`config.mk`:
```
export PLATFORM = sky130hd
export DESIGN_NAME = qpu_exu_qiu_evtq_flat
export DESIGN_NICKNAME = d
export VERILOG_FILES = /design/src/rtl/qpu_exu_qiu_evtq_if.sv /design/src/rtl/qpu_exu_qiu_evtq.sv /design/src/flat_wrapper.sv
export SDC_FILE = /design/constraint.sdc
export NUM_CORES = 1
export LEC_CHECK = 0
export BUFFER_PORTS_ARGS = -buffer_cell sky130_fd_sc_hd__buf_2
export CAP_MARGIN = 25
export CORE_ASPECT_RATIO = 0.5
export CORE_UTILIZATION = 41
export CTS_CLUSTER_SIZE = 28
export DETAILED_ROUTE_END_ITERATION = 7
export PLACE_DENSITY = 0.61
export SLEW_MARGIN = 0
export SYNTH_ARGS = -nofsm -noshare
export SYNTH_HDL_FRONTEND = slang
export SYNTH_SLANG_ARGS = --single-unit
```
`constraint.sdc`:
```
create_clock -name clk -period 3.6 [get_ports clk]
set_input_delay 0 -clock clk [delete_from_list [all_inputs] [get_ports clk]]
set_output_delay 0 -clock clk [all_outputs]
set_load 0.02 [all_outputs]
```
`src/rtl/qpu_exu_qiu_evtq_if.sv`:
```
// Instruction and event channels of the QPU timing-point event queue.
// The unit sits on the slave side; the issue stage / timing queue on the master side.
interface qpu_exu_qiu_evtq_if #(
  parameter int QUBIT_NUM = 8,
  parameter int EVT_W     = 7,
  parameter int TIME_W    = 24,
  parameter int IMM_W     = 32,
  parameter int DEPTH     = 4
);
  localparam int CNT_W = $clog2(DEPTH) + 1;

  logic                           i_valid;
  logic                           i_ready;
  logic [QUBIT_NUM-1:0]           i_rs1;
  logic [QUBIT_NUM-1:0]           i_rs2;
  logic [EVT_W-1:0]               i_op1;
  logic [EVT_W-1:0]               i_op2;
  logic [IMM_W-1:0]               i_imm;
  logic                           i_measure;
  logic                           i_ntp;
  logic                           i_tsync;
  logic [TIME_W-1:0]              i_tbase;
  logic                           o_valid;
  logic                           o_ready;
  logic [QUBIT_NUM:0]             o_oprand;
  logic [QUBIT_NUM*EVT_W+QUBIT_NUM-1:0] o_edata;
  logic [TIME_W-1:0]              o_tdata;
  logic                           o_ovf;
  logic                           i_ovf_clr;
  logic [CNT_W-1:0]               o_count;

  modport slave (
    input  i_valid, i_rs1, i_rs2, i_op1, i_op2, i_imm, i_measure, i_ntp,
           i_tsync, i_tbase, o_ready, i_ovf_clr,
    output i_ready, o_valid, o_oprand, o_edata, o_tdata, o_ovf, o_count
  );

  modport master (
    output i_valid, i_rs1, i_rs2, i_op1, i_op2, i_imm, i_measure, i_ntp,
           i_tsync, i_tbase, o_ready, i_ovf_clr,
    input  i_ready, o_valid, o_oprand, o_edata, o_tdata, o_ovf, o_count
  );
endinterface

```
`src/rtl/qpu_exu_qiu_evtq.sv`:
```
// QPU quantum-instruction unit: merges SMIS masks/opcodes into timing-point events,
// timestamps them and buffers them in a small FIFO ahead of the timing-control queue.
module qpu_exu_qiu_evtq #(
  parameter int QUBIT_NUM = 8,
  parameter int EVT_W     = 7,
  parameter int TIME_W    = 24,
  parameter int IMM_W     = 32,
  parameter int DEPTH     = 4
) (
  input  logic                  clk,
  input  logic                  rst_n,
  qpu_exu_qiu_evtq_if.slave     bus
);
  localparam int PTR_W   = $clog2(DEPTH);
  localparam int CNT_W   = $clog2(DEPTH) + 1;
  localparam int ED_W    = QUBIT_NUM * EVT_W;
  localparam int EDATA_W = ED_W + QUBIT_NUM;

  logic [QUBIT_NUM:0]   fifo_op [DEPTH];
  logic [EDATA_W-1:0]   fifo_ed [DEPTH];
  logic [TIME_W-1:0]    fifo_t  [DEPTH];
  logic [PTR_W-1:0]     wr_ptr, rd_ptr;
  logic [CNT_W-1:0]     count;

  logic [QUBIT_NUM-1:0] hold_op, hold_mm;
  logic [ED_W-1:0]      hold_ed;
  logic [TIME_W-1:0]    time_base;
  logic                 ovf;

  logic                 full, empty, accept, pop, keep;
  logic [QUBIT_NUM-1:0] new_op, new_mm;
  logic [ED_W-1:0]      new_ed;
  logic                 new_mbit;
  logic [TIME_W-1:0]    base, new_t;
  logic [IMM_W:0]       sum;
  logic                 sat;

  assign full   = (count == CNT_W'(DEPTH));
  assign empty  = (count == '0);
  assign accept = bus.i_valid & ~full;
  assign pop    = bus.o_ready & ~empty;
  assign keep   = ~bus.i_ntp;

  // Event build: new instruction contents OR'd with the current timing point unless a new point starts.
  always_comb begin
    new_op   = '0;
    new_ed   = '0;
    new_mm   = '0;
    new_mbit = 1'b0;
    if (!bus.i_measure) begin
      for (int q = 0; q < QUBIT_NUM; q++) begin
        new_op[q] = bus.i_rs1[q] | bus.i_rs2[q] | (hold_op[q] & keep);
        new_ed[q*EVT_W +: EVT_W] = (bus.i_rs1[q] ? bus.i_op1 : '0)
                                 | (bus.i_rs2[q] ? bus.i_op2 : '0)
                                 | (keep ? hold_ed[q*EVT_W +: EVT_W] : '0);
      end
      new_mm   = keep ? hold_mm : '0;
      new_mbit = |new_mm;
    end else begin
      new_op   = keep ? hold_op : '0;
      new_ed   = keep ? hold_ed : '0;
      new_mm   = bus.i_rs1 | (keep ? hold_mm : '0);
      new_mbit = 1'b1;
    end
  end

  // Carry into bits at or above TIME_W means the timestamp no longer fits and is clamped.
  always_comb begin
    base  = bus.i_tsync ? bus.i_tbase : time_base;
    sum   = {1'b0, IMM_W'(base)} + {1'b0, bus.i_imm};
    sat   = |sum[IMM_W:TIME_W];
    new_t = sat ? '1 : sum[TIME_W-1:0];
  end

  always_ff @(posedge clk or posedge rst_n) begin
    if (rst_n) begin
      wr_ptr    <= '0;
      rd_ptr    <= '0;
      count     <= '0;
      hold_op   <= '0;
      hold_ed   <= '0;
      hold_mm   <= '0;
      time_base <= '0;
      ovf       <= 1'b0;
    end else begin
      if (accept) begin
        wr_ptr    <= wr_ptr + 1'b1;
        hold_op   <= new_op;
        hold_ed   <= new_ed;
        hold_mm   <= new_mm;
        time_base <= new_t;
      end else if (bus.i_tsync) begin
        time_base <= bus.i_tbase;
      end
      if (pop) rd_ptr <= rd_ptr + 1'b1;
      if (accept && !pop)      count <= count + 1'b1;
      else if (pop && !accept) count <= count - 1'b1;
      if (accept && sat)       ovf <= 1'b1;
      else if (bus.i_ovf_clr)  ovf <= 1'b0;
    end
  end

  always_ff @(posedge clk) begin
    if (accept) begin
      fifo_op[wr_ptr] <= {new_mbit, new_op};
      fifo_ed[wr_ptr] <= {new_mm, new_ed};
      fifo_t[wr_ptr]  <= new_t;
    end
  end

  assign bus.i_ready  = ~full;
  assign bus.o_valid  = ~empty;
  assign bus.o_oprand = empty ? '0 : fifo_op[rd_ptr];
  assign bus.o_edata  = empty ? '0 : fifo_ed[rd_ptr];
  assign bus.o_tdata  = empty ? '0 : fifo_t[rd_ptr];
  assign bus.o_ovf    = ovf;
  assign bus.o_count  = count;
endmodule

```
`src/flat_wrapper.sv`:
```
// flat-port wrapper written by rule: the top's interface ports become plain ports
module qpu_exu_qiu_evtq_flat 
#(
  parameter int QUBIT_NUM = 8,
  parameter int EVT_W     = 7,
  parameter int TIME_W    = 24,
  parameter int IMM_W     = 32,
  parameter int DEPTH     = 4
)
  (clk, rst_n, bus_i_valid, bus_i_rs1, bus_i_rs2, bus_i_op1, bus_i_op2, bus_i_imm, bus_i_measure, bus_i_ntp, bus_i_tsync, bus_i_tbase, bus_o_ready, bus_i_ovf_clr, bus_i_ready, bus_o_valid, bus_o_oprand, bus_o_edata, bus_o_tdata, bus_o_ovf, bus_o_count);
  qpu_exu_qiu_evtq_if #(.QUBIT_NUM(QUBIT_NUM), .EVT_W(EVT_W), .TIME_W(TIME_W), .IMM_W(IMM_W), .DEPTH(DEPTH)) bus_i ();
  input  logic clk;
  input  logic rst_n;
  input wire logic [$bits(bus_i.i_valid)-1:0] bus_i_valid;
  input wire logic [$bits(bus_i.i_rs1)-1:0] bus_i_rs1;
  input wire logic [$bits(bus_i.i_rs2)-1:0] bus_i_rs2;
  input wire logic [$bits(bus_i.i_op1)-1:0] bus_i_op1;
  input wire logic [$bits(bus_i.i_op2)-1:0] bus_i_op2;
  input wire logic [$bits(bus_i.i_imm)-1:0] bus_i_imm;
  input wire logic [$bits(bus_i.i_measure)-1:0] bus_i_measure;
  input wire logic [$bits(bus_i.i_ntp)-1:0] bus_i_ntp;
  input wire logic [$bits(bus_i.i_tsync)-1:0] bus_i_tsync;
  input wire logic [$bits(bus_i.i_tbase)-1:0] bus_i_tbase;
  input wire logic [$bits(bus_i.o_ready)-1:0] bus_o_ready;
  input wire logic [$bits(bus_i.i_ovf_clr)-1:0] bus_i_ovf_clr;
  output wire logic [$bits(bus_i.i_ready)-1:0] bus_i_ready;
  output wire logic [$bits(bus_i.o_valid)-1:0] bus_o_valid;
  output wire logic [$bits(bus_i.o_oprand)-1:0] bus_o_oprand;
  output wire logic [$bits(bus_i.o_edata)-1:0] bus_o_edata;
  output wire logic [$bits(bus_i.o_tdata)-1:0] bus_o_tdata;
  output wire logic [$bits(bus_i.o_ovf)-1:0] bus_o_ovf;
  output wire logic [$bits(bus_i.o_count)-1:0] bus_o_count;
  assign bus_i.i_valid = bus_i_valid;
  assign bus_i.i_rs1 = bus_i_rs1;
  assign bus_i.i_rs2 = bus_i_rs2;
  assign bus_i.i_op1 = bus_i_op1;
  assign bus_i.i_op2 = bus_i_op2;
  assign bus_i.i_imm = bus_i_imm;
  assign bus_i.i_measure = bus_i_measure;
  assign bus_i.i_ntp = bus_i_ntp;
  assign bus_i.i_tsync = bus_i_tsync;
  assign bus_i.i_tbase = bus_i_tbase;
  assign bus_i.o_ready = bus_o_ready;
  assign bus_i.i_ovf_clr = bus_i_ovf_clr;
  assign bus_i_ready = bus_i.i_ready;
  assign bus_o_valid = bus_i.o_valid;
  assign bus_o_oprand = bus_i.o_oprand;
  assign bus_o_edata = bus_i.o_edata;
  assign bus_o_tdata = bus_i.o_tdata;
  assign bus_o_ovf = bus_i.o_ovf;
  assign bus_o_count = bus_i.o_count;
  qpu_exu_qiu_evtq #(.QUBIT_NUM(QUBIT_NUM), .EVT_W(EVT_W), .TIME_W(TIME_W), .IMM_W(IMM_W), .DEPTH(DEPTH)) u_core (.clk(clk), .rst_n(rst_n), .bus(bus_i));
endmodule
```
# Word-level counts from Yosys, hierarchy flattened
# Memory sizes are Yosys's and may differ from the RTL's.
# Cells that the tools add are included.
[word_totals]
reg_bits = 104
ram_bits = 388
elab_cells = 116
n_memories = 3
[mem_list]
columns = ["memory", "depth", "width", "read_ports", "rd_clocked_by_memory_dff", "wr", "line_no", "source"]
rows = [
  ["u_core.fifo_ed", 4, 64, 1, 0, 1, "qpu_exu_qiu_evtq.sv:20", "logic [EDATA_W-1:0] fifo_ed [DEPTH];"],
  ["u_core.fifo_t", 4, 24, 1, 0, 1, "qpu_exu_qiu_evtq.sv:21", "logic [TIME_W-1:0] fifo_t [DEPTH];"],
  ["u_core.fifo_op", 4, 9, 1, 0, 1, "qpu_exu_qiu_evtq.sv:19", "logic [QUBIT_NUM:0] fifo_op [DEPTH];"],
]
[op_classes]
addsub = 5
eq_ne = 1
n_mux = 43
n_bitwise = 46
reduce_logical = 10
[ops]
columns = ["op", "count"]
rows = [
  ["2-to-1 mux 7 bit", 24],
  ["2-to-1 mux 56 bit", 2],
  ["OR 7 bit", 16],
  ["2-to-1 mux 24 bit", 4],
  ["2-to-1 mux 64 bit", 1],
  ["adder 24 x 32 -> 33 bit", 1],
  ["2-to-1 mux 8 bit", 4],
  ["OR 1 bit", 16],
  ["AND 1 bit", 10],
  ["2-to-1 mux 9 bit", 1],
  ["OR reduction 9 bit", 1],
  ["OR 8 bit", 1],
  ["OR reduction 8 bit", 1],
  ["2-to-1 mux 3 bit", 2],
  ["2-to-1 mux 1 bit", 5],
  ["adder 2 x 1 -> 2 bit, second input constant", 2],
  ["nonzero test 2 bit", 2],
  ["adder 3 x 1 -> 3 bit, second input constant", 1],
  ["== test 3 bit, second input constant", 1],
  ["logical AND 1 bit", 3],
  ["zero test 3 bit", 1],
  ["inverter 1 bit", 3],
  ["subtractor 3 x 1 -> 3 bit, second input constant", 1],
  ["zero test 1 bit", 2],
]

# Logic depth before layout (Yosys ltp)
[logic_depth]
word_depth = 7
mapped_depth = 15
ltp_nobuf = 11

# Least setup slack after synthesis
# OpenSTA, ideal clock, no wires.
[synth_path]
path_type = "input -> register"
from = "input bus_i_tsync"
to = "memory u_core.fifo_t[0][12], data pin"
setup_ns = 0.269
arrival_time_ns = 3.419
required_time_ns = 3.331
slack_ns = -0.088
cell_stages = 15
path_cell_list = "clkbuf_1 > clkbuf_1 > mux2_2 > ha_1 > fa_1 > a21o_1 > a221o_1 > a41oi_1 > nand2_1 > a211oi_1 > o2111ai_1 > nor3_2 > buf_6 > buf_6 > nand2_1"
[synth_via]
elab_chain_len = 4
[synth_lines]
columns = ["item", "line_no", "source"]
rows = [
  ["start, declared", "flat_wrapper.sv:22", "input wire logic [$bits(bus_i.i_tsync)-1:0] bus_i_tsync;"],
  ["2-to-1 mux 24 bit (*)", "qpu_exu_qiu_evtq.sv:69", "base = bus.i_tsync ? bus.i_tbase : time_base;"],
  ["adder 24 x 32 -> 33 bit (*)", "qpu_exu_qiu_evtq.sv:70", "sum = {1'b0, IMM_W'(base)} + {1'b0, bus.i_imm};"],
  ["OR reduction 9 bit", "qpu_exu_qiu_evtq.sv:71", "sat = |sum[IMM_W:TIME_W];"],
  ["2-to-1 mux 24 bit (*)", "qpu_exu_qiu_evtq.sv:72", "new_t = sat ? '1 : sum[TIME_W-1:0];"],
  ["net u_core.new_t[12]", "qpu_exu_qiu_evtq.sv:34", "logic [TIME_W-1:0] base, new_t;"],
  ["end, declared", "qpu_exu_qiu_evtq.sv:21", ""],
]
# Mark *: on every way through the listed nets, which the timed path passes. The rest lies on a longest branch.

# Worst setup path in the final report
[layout_path]
from = "register u_core.time_base[0]"
to = "register u_core.time_base[13]"
[layout_via]
elab_chain_len = 5
[layout_lines]
columns = ["item", "line_no", "source"]
rows = [
  ["start, declared", "qpu_exu_qiu_evtq.sv:27", "logic [TIME_W-1:0] time_base;"],
  ["start signal, assigned", "qpu_exu_qiu_evtq.sv:91", "time_base <= new_t;"],
  ["start signal, assigned", "qpu_exu_qiu_evtq.sv:93", "time_base <= bus.i_tbase;"],
  ["2-to-1 mux 24 bit (*)", "qpu_exu_qiu_evtq.sv:69", ""],
  ["adder 24 x 32 -> 33 bit (*)", "qpu_exu_qiu_evtq.sv:70", ""],
  ["OR reduction 9 bit", "qpu_exu_qiu_evtq.sv:71", ""],
  ["2-to-1 mux 24 bit (*)", "qpu_exu_qiu_evtq.sv:72", ""],
  ["2-to-1 mux 24 bit (*)", "qpu_exu_qiu_evtq.sv:86", "if (accept) begin"],
]
# Every way passes the cells marked *; elsewhere a longest branch is shown, timed or not.
# A chain may end at the register's enable or synchronous reset.

==> flow_metrics.py <==
metrics = {
    "synthesis": {
        "avgSynthCellArea_sq_um": 14.52,
        "synth_top_area_share_pct": 53.43,
        "synthArstFlopShare_pct": 21.14,
        "synth_seq_area_share_pct": 65.37,
        "synth.most_common_cell": "edfxtp_1",
        "ys.flop_type": "edfxtp_1",
        "synth_common_cells": "edfxtp_1, nand2_1, dfrtp_1, and2_1, mux4_2",
        "syn_area_sq_um": 21800,
        "synth_seq_cells": 492,
        "syn_inst": 1502,
        "synth_nets": 1627,
        "yosysTopAreaCell": "edfxtp_1",
        "synth_cell_types": 61,
        "synth_edf_count": 388,
        "synth_warnings": 0,
        "yosys-top-cells-area": "edfxtp_1, dfrtp_1, mux4_2",
    },
    "global_routing": {
        "antenna_found_initial": 1,
        "grt_pass1_wl_microns": 80300,
        "grt_max_degree": 129,
        "first_global_vias": 13290,
        "gr-usage-all-layers_pct": 19.54,
        "grt_overflow_total": 0,
    },
    "clock_network": {
        "cts_tree": "done",
        "htree_levels": 2,
        "cts.sinks": 492,
        "clk_pin_slew_ns": 0.06,
        "cts_buffer_depth": 3,
        "cts_buffers": 45,
        "root_buffer": "clkbuf_16",
        "clk_latency_ns": 0.57,
    },
    "cells_and_area": {
        "stdcell_area_sq_um": 25580,
        "ff_latch_area_sq_um": 14260,
        "multiInputGateArea_sq_um": 6880,
        "drive_gt1_share_pct": 26.69,
        "nFillCells": 4510,
        "syn2layout_area_growth_pct": 17.30,
        "finish.net_count": 1838,
    },
    "route": {
        "postRouteAntennaNets": 0,
        "routed_wl_microns": 52980,
        "dr.first_iter.drc_count": 1136,
        "via_count": 13410,
        "drc_errors": 6,
        "vias_per_cell": 5.467,
        "wl_per_cell_microns": 21.61,
        "drt_first_pass_iters": 8,
    },
    "critical_path": {
        "cp.required_ns": 4.01,
        "crit_chain": "mux2_4 > ha_4 > fa_2 > a21o_1 > a221o_1 > a41oi_2 > buf_4 > nand2_1 > a211oi_2 > o2111ai_2 > nor3_4 > buf_6 > bufbuf_16 > a31oi_1",
        "worst_setup_path_start_kind": "register",
        "r2r_end": "u_core.time_base[13]",
        "r2r_start": "u_core.time_base[0]",
        "slowest_delay_ns": 0.36,
        "crit_type": "register to register",
        "critPathLaunch": "u_core.time_base[0]",
        "end_kind": "register",
        "crit_path_max_fanout": 11,
        "r2r_setup_slack_ns": 0.22,
        "cpMaxStageDelayCell": "dfrtp_1",
        "worstPathArrival_ns": 3.79,
        "worst_r2r_path_depth": 14,
    },
    "sta": {
        "tightestPinTransition_ns": 0.9094,
        "finalSetupViolCount": 0,
        "min_period_ns": 3.385,
        "rsz0062_at_grt": "yes",
        "fin_crit_sh_pct": 94.02,
        "fin_ws_ns": 0.2153,
        "max_freq_ghz": 0.2954,
        "slew-limit-headroom_pct": 39.38,
        "fin_worst_skew_ns": 0.02130,
        "hold_viol": 0,
        "slew_viol_final": 0,
    },
    "min_path": {
        "whs_path_depth": 2,
        "hold_path_class": "input port to register",
        "min_to": "u_core.fifo_ed[0][58]",
        "min_from": "bus_i_rs1[2]",
    },
    "pwr": {
        "clock_power_share_pct": 22.4,
        "irDropWorstVdd_mv": 0.5372,
        "internal-power_mw": 13.37,
        "p_sw_mw": 7.053,
        "swShare_pct": 34.54,
        "p_comb_share_pct": 37.8,
        "power.density_nw_per_um2": 798.4,
        "seqPwrFrac_pct": 39.8,
        "power_leakage_nw": 9.257,
    },
    "outcome": {
        "violations": "DRC",
        "status": "complete, but fails checks",
    },
    "place": {
        "place_congestion": 0.8265,
        "numPortBuffers": 196,
        "post-place-ws_ns": -0.005800,
        "placed_area_sq_um": 23700,
        "post-dp-hpwl_microns": 33040,
    },
    "die": {
        "ios": 197,
        "rows": 59,
        "die_area_sq_um": 54170,
        "fp.dieH_microns": 165.1,
        "core_area_sq_um": 52270,
        "die_width_microns": 328.1,
        "initial_core_util_pct": 41.72,
    },
    "run": {
        "drv_cap": 0,
    },
}
through the flow:
step | setup TNS [ns] | util [%] | total power, mW | cells | hold slack (ns)
floorplan | 0 | - | 13.40 | 1502 | 0.09898
global placement | 0 | 45.35 | 15.99 | 2328 | 0.1989
detailed placement | -0.02307 | 45.35 | 16.06 | 2328 | 0.2020
CTS | 0 | 48.79 | 20.68 | 2446 | 0.01733
global route | -0.02259 | 48.93 | 21.52 | 2452 | 0.04892
finish | 0 | 48.93 | 20.42 | 2452 | 0.05116
layout by cell type (no fill, tap or decap), drive strengths merged, types with 3 or more instances in the layout:
cell type and count:
a22oi 57, ha 29, nand2b 4, o211ai 3, a22o 9, a21o 6, o21ai 78, edfxtp 388
clkbuf 58, inv 72, dfrtp 104, nand3 7, clkinv 21, and3 8, dlygate4sd3 31, nand2 128
mux2 33, a31oi 26, a211oi 6, o22ai 57, and2 100, o21a 3, xnor2 18, buf 252
a21oi 30, a221oi 3, mux4 97, nor2 49, o2bb2ai 8, xor2 13, nand4 11
worst max-delay path, delay by kind of cell (launching register included):
kind / cells / cell delay (ns)
flip-flops: 1 / 0.36
buffers and inverters: 3 / 0.59
multiplexers: 1 / 0.28
AO/OA/AOI/OAI: 6 / 1.22
adder cells (fa/ha/maj): 2 / 0.50
AND/OR/NAND/NOR: 2 / 0.29
power groups by stage:
stage          registers (mW)  clock network (mW)  logic [mW]
2_1_floorplan            8.13                   0        5.26
3_3_place_gp             8.21                   0        7.77
3_5_place_dp             8.25                   0        7.81
4_1_cts                  8.14                4.67        7.87
5_1_grt                  8.26                4.90        8.36
6_report                 8.13                4.58        7.71
worst max path at each step:
| stage | end | slack, ns |
|---|---|---|
| after global routing | u_core.time_base[13] | -0.01 |
| after global placement | u_core.fifo_t[1][6] | 0.01 |
| after detailed placement | u_core.fifo_t[2][5] | -0.006 |
| after CTS | u_core.time_base[13] | 0.02 |
| after floorplan | u_core.fifo_t[0][12] | 0.04 |
| final | u_core.time_base[13] | 0.22 |
state kept, by name (all words and copies together), names as in the netlist, 2 cells and up:
register and flops:
u_core.wr_ptr 2, u_core.rd_ptr 2, u_core.fifo_ed 256, u_core.time_base 24, u_core.hold_ed 56, u_core.fifo_t 96
u_core.bus.o_count 3, u_core.fifo_op 36, u_core.hold_op 8, u_core.hold_mm 8
area by class of cell:
class	count	share of cell area, %
Sequential cell	492	55.76
Multi-Input combinational cell	820	26.90
Timing Repair Buffer	284	7.412
Clock buffer	58	4.760
Tap cell	701	3.429
Inverter	70	1.047
Clock inverter	26	0.6800
Antenna cell	1	0.009784
logic make-up (layout without fill, tap and decap cells):
family          after synthesis  count (layout)  share of synthesized area, %
compound gates              306             306                         9.089
xor+xnor                     31              31                         1.245
fa+ha+maj                    31              31                         1.848
buf+inv                     190             438                         3.477
flops                       492             492                         65.37
mux                         131             131                         11.77
other cells                   0               1                             0
simple gates                321             321                         7.201
what timing repair did:
item / 4_1_cts / 5_1_grt
setup endpoints to repair: 78 / 121
hold buffers: 31 / 0
pin swaps: 4 / 8
resized for setup: 7 / 6
cloned: 2 / 0
hold endpoints to repair: 92 / 0
setup buffers: 1 / 5
layer usage:
layer / global-route usage [%] / vias to the layer above / wire, microns
met3: 2.986 / 99 / 2927
met1: 26.27 / 6774 / 22520
met4: 5.856 / 0 / 1381
met5: 0 / - / 0
met2: 33.06 / 401 / 26150
li1: - / 6131 / -
No activity file was read; power rests on OpenSTA's default activity.
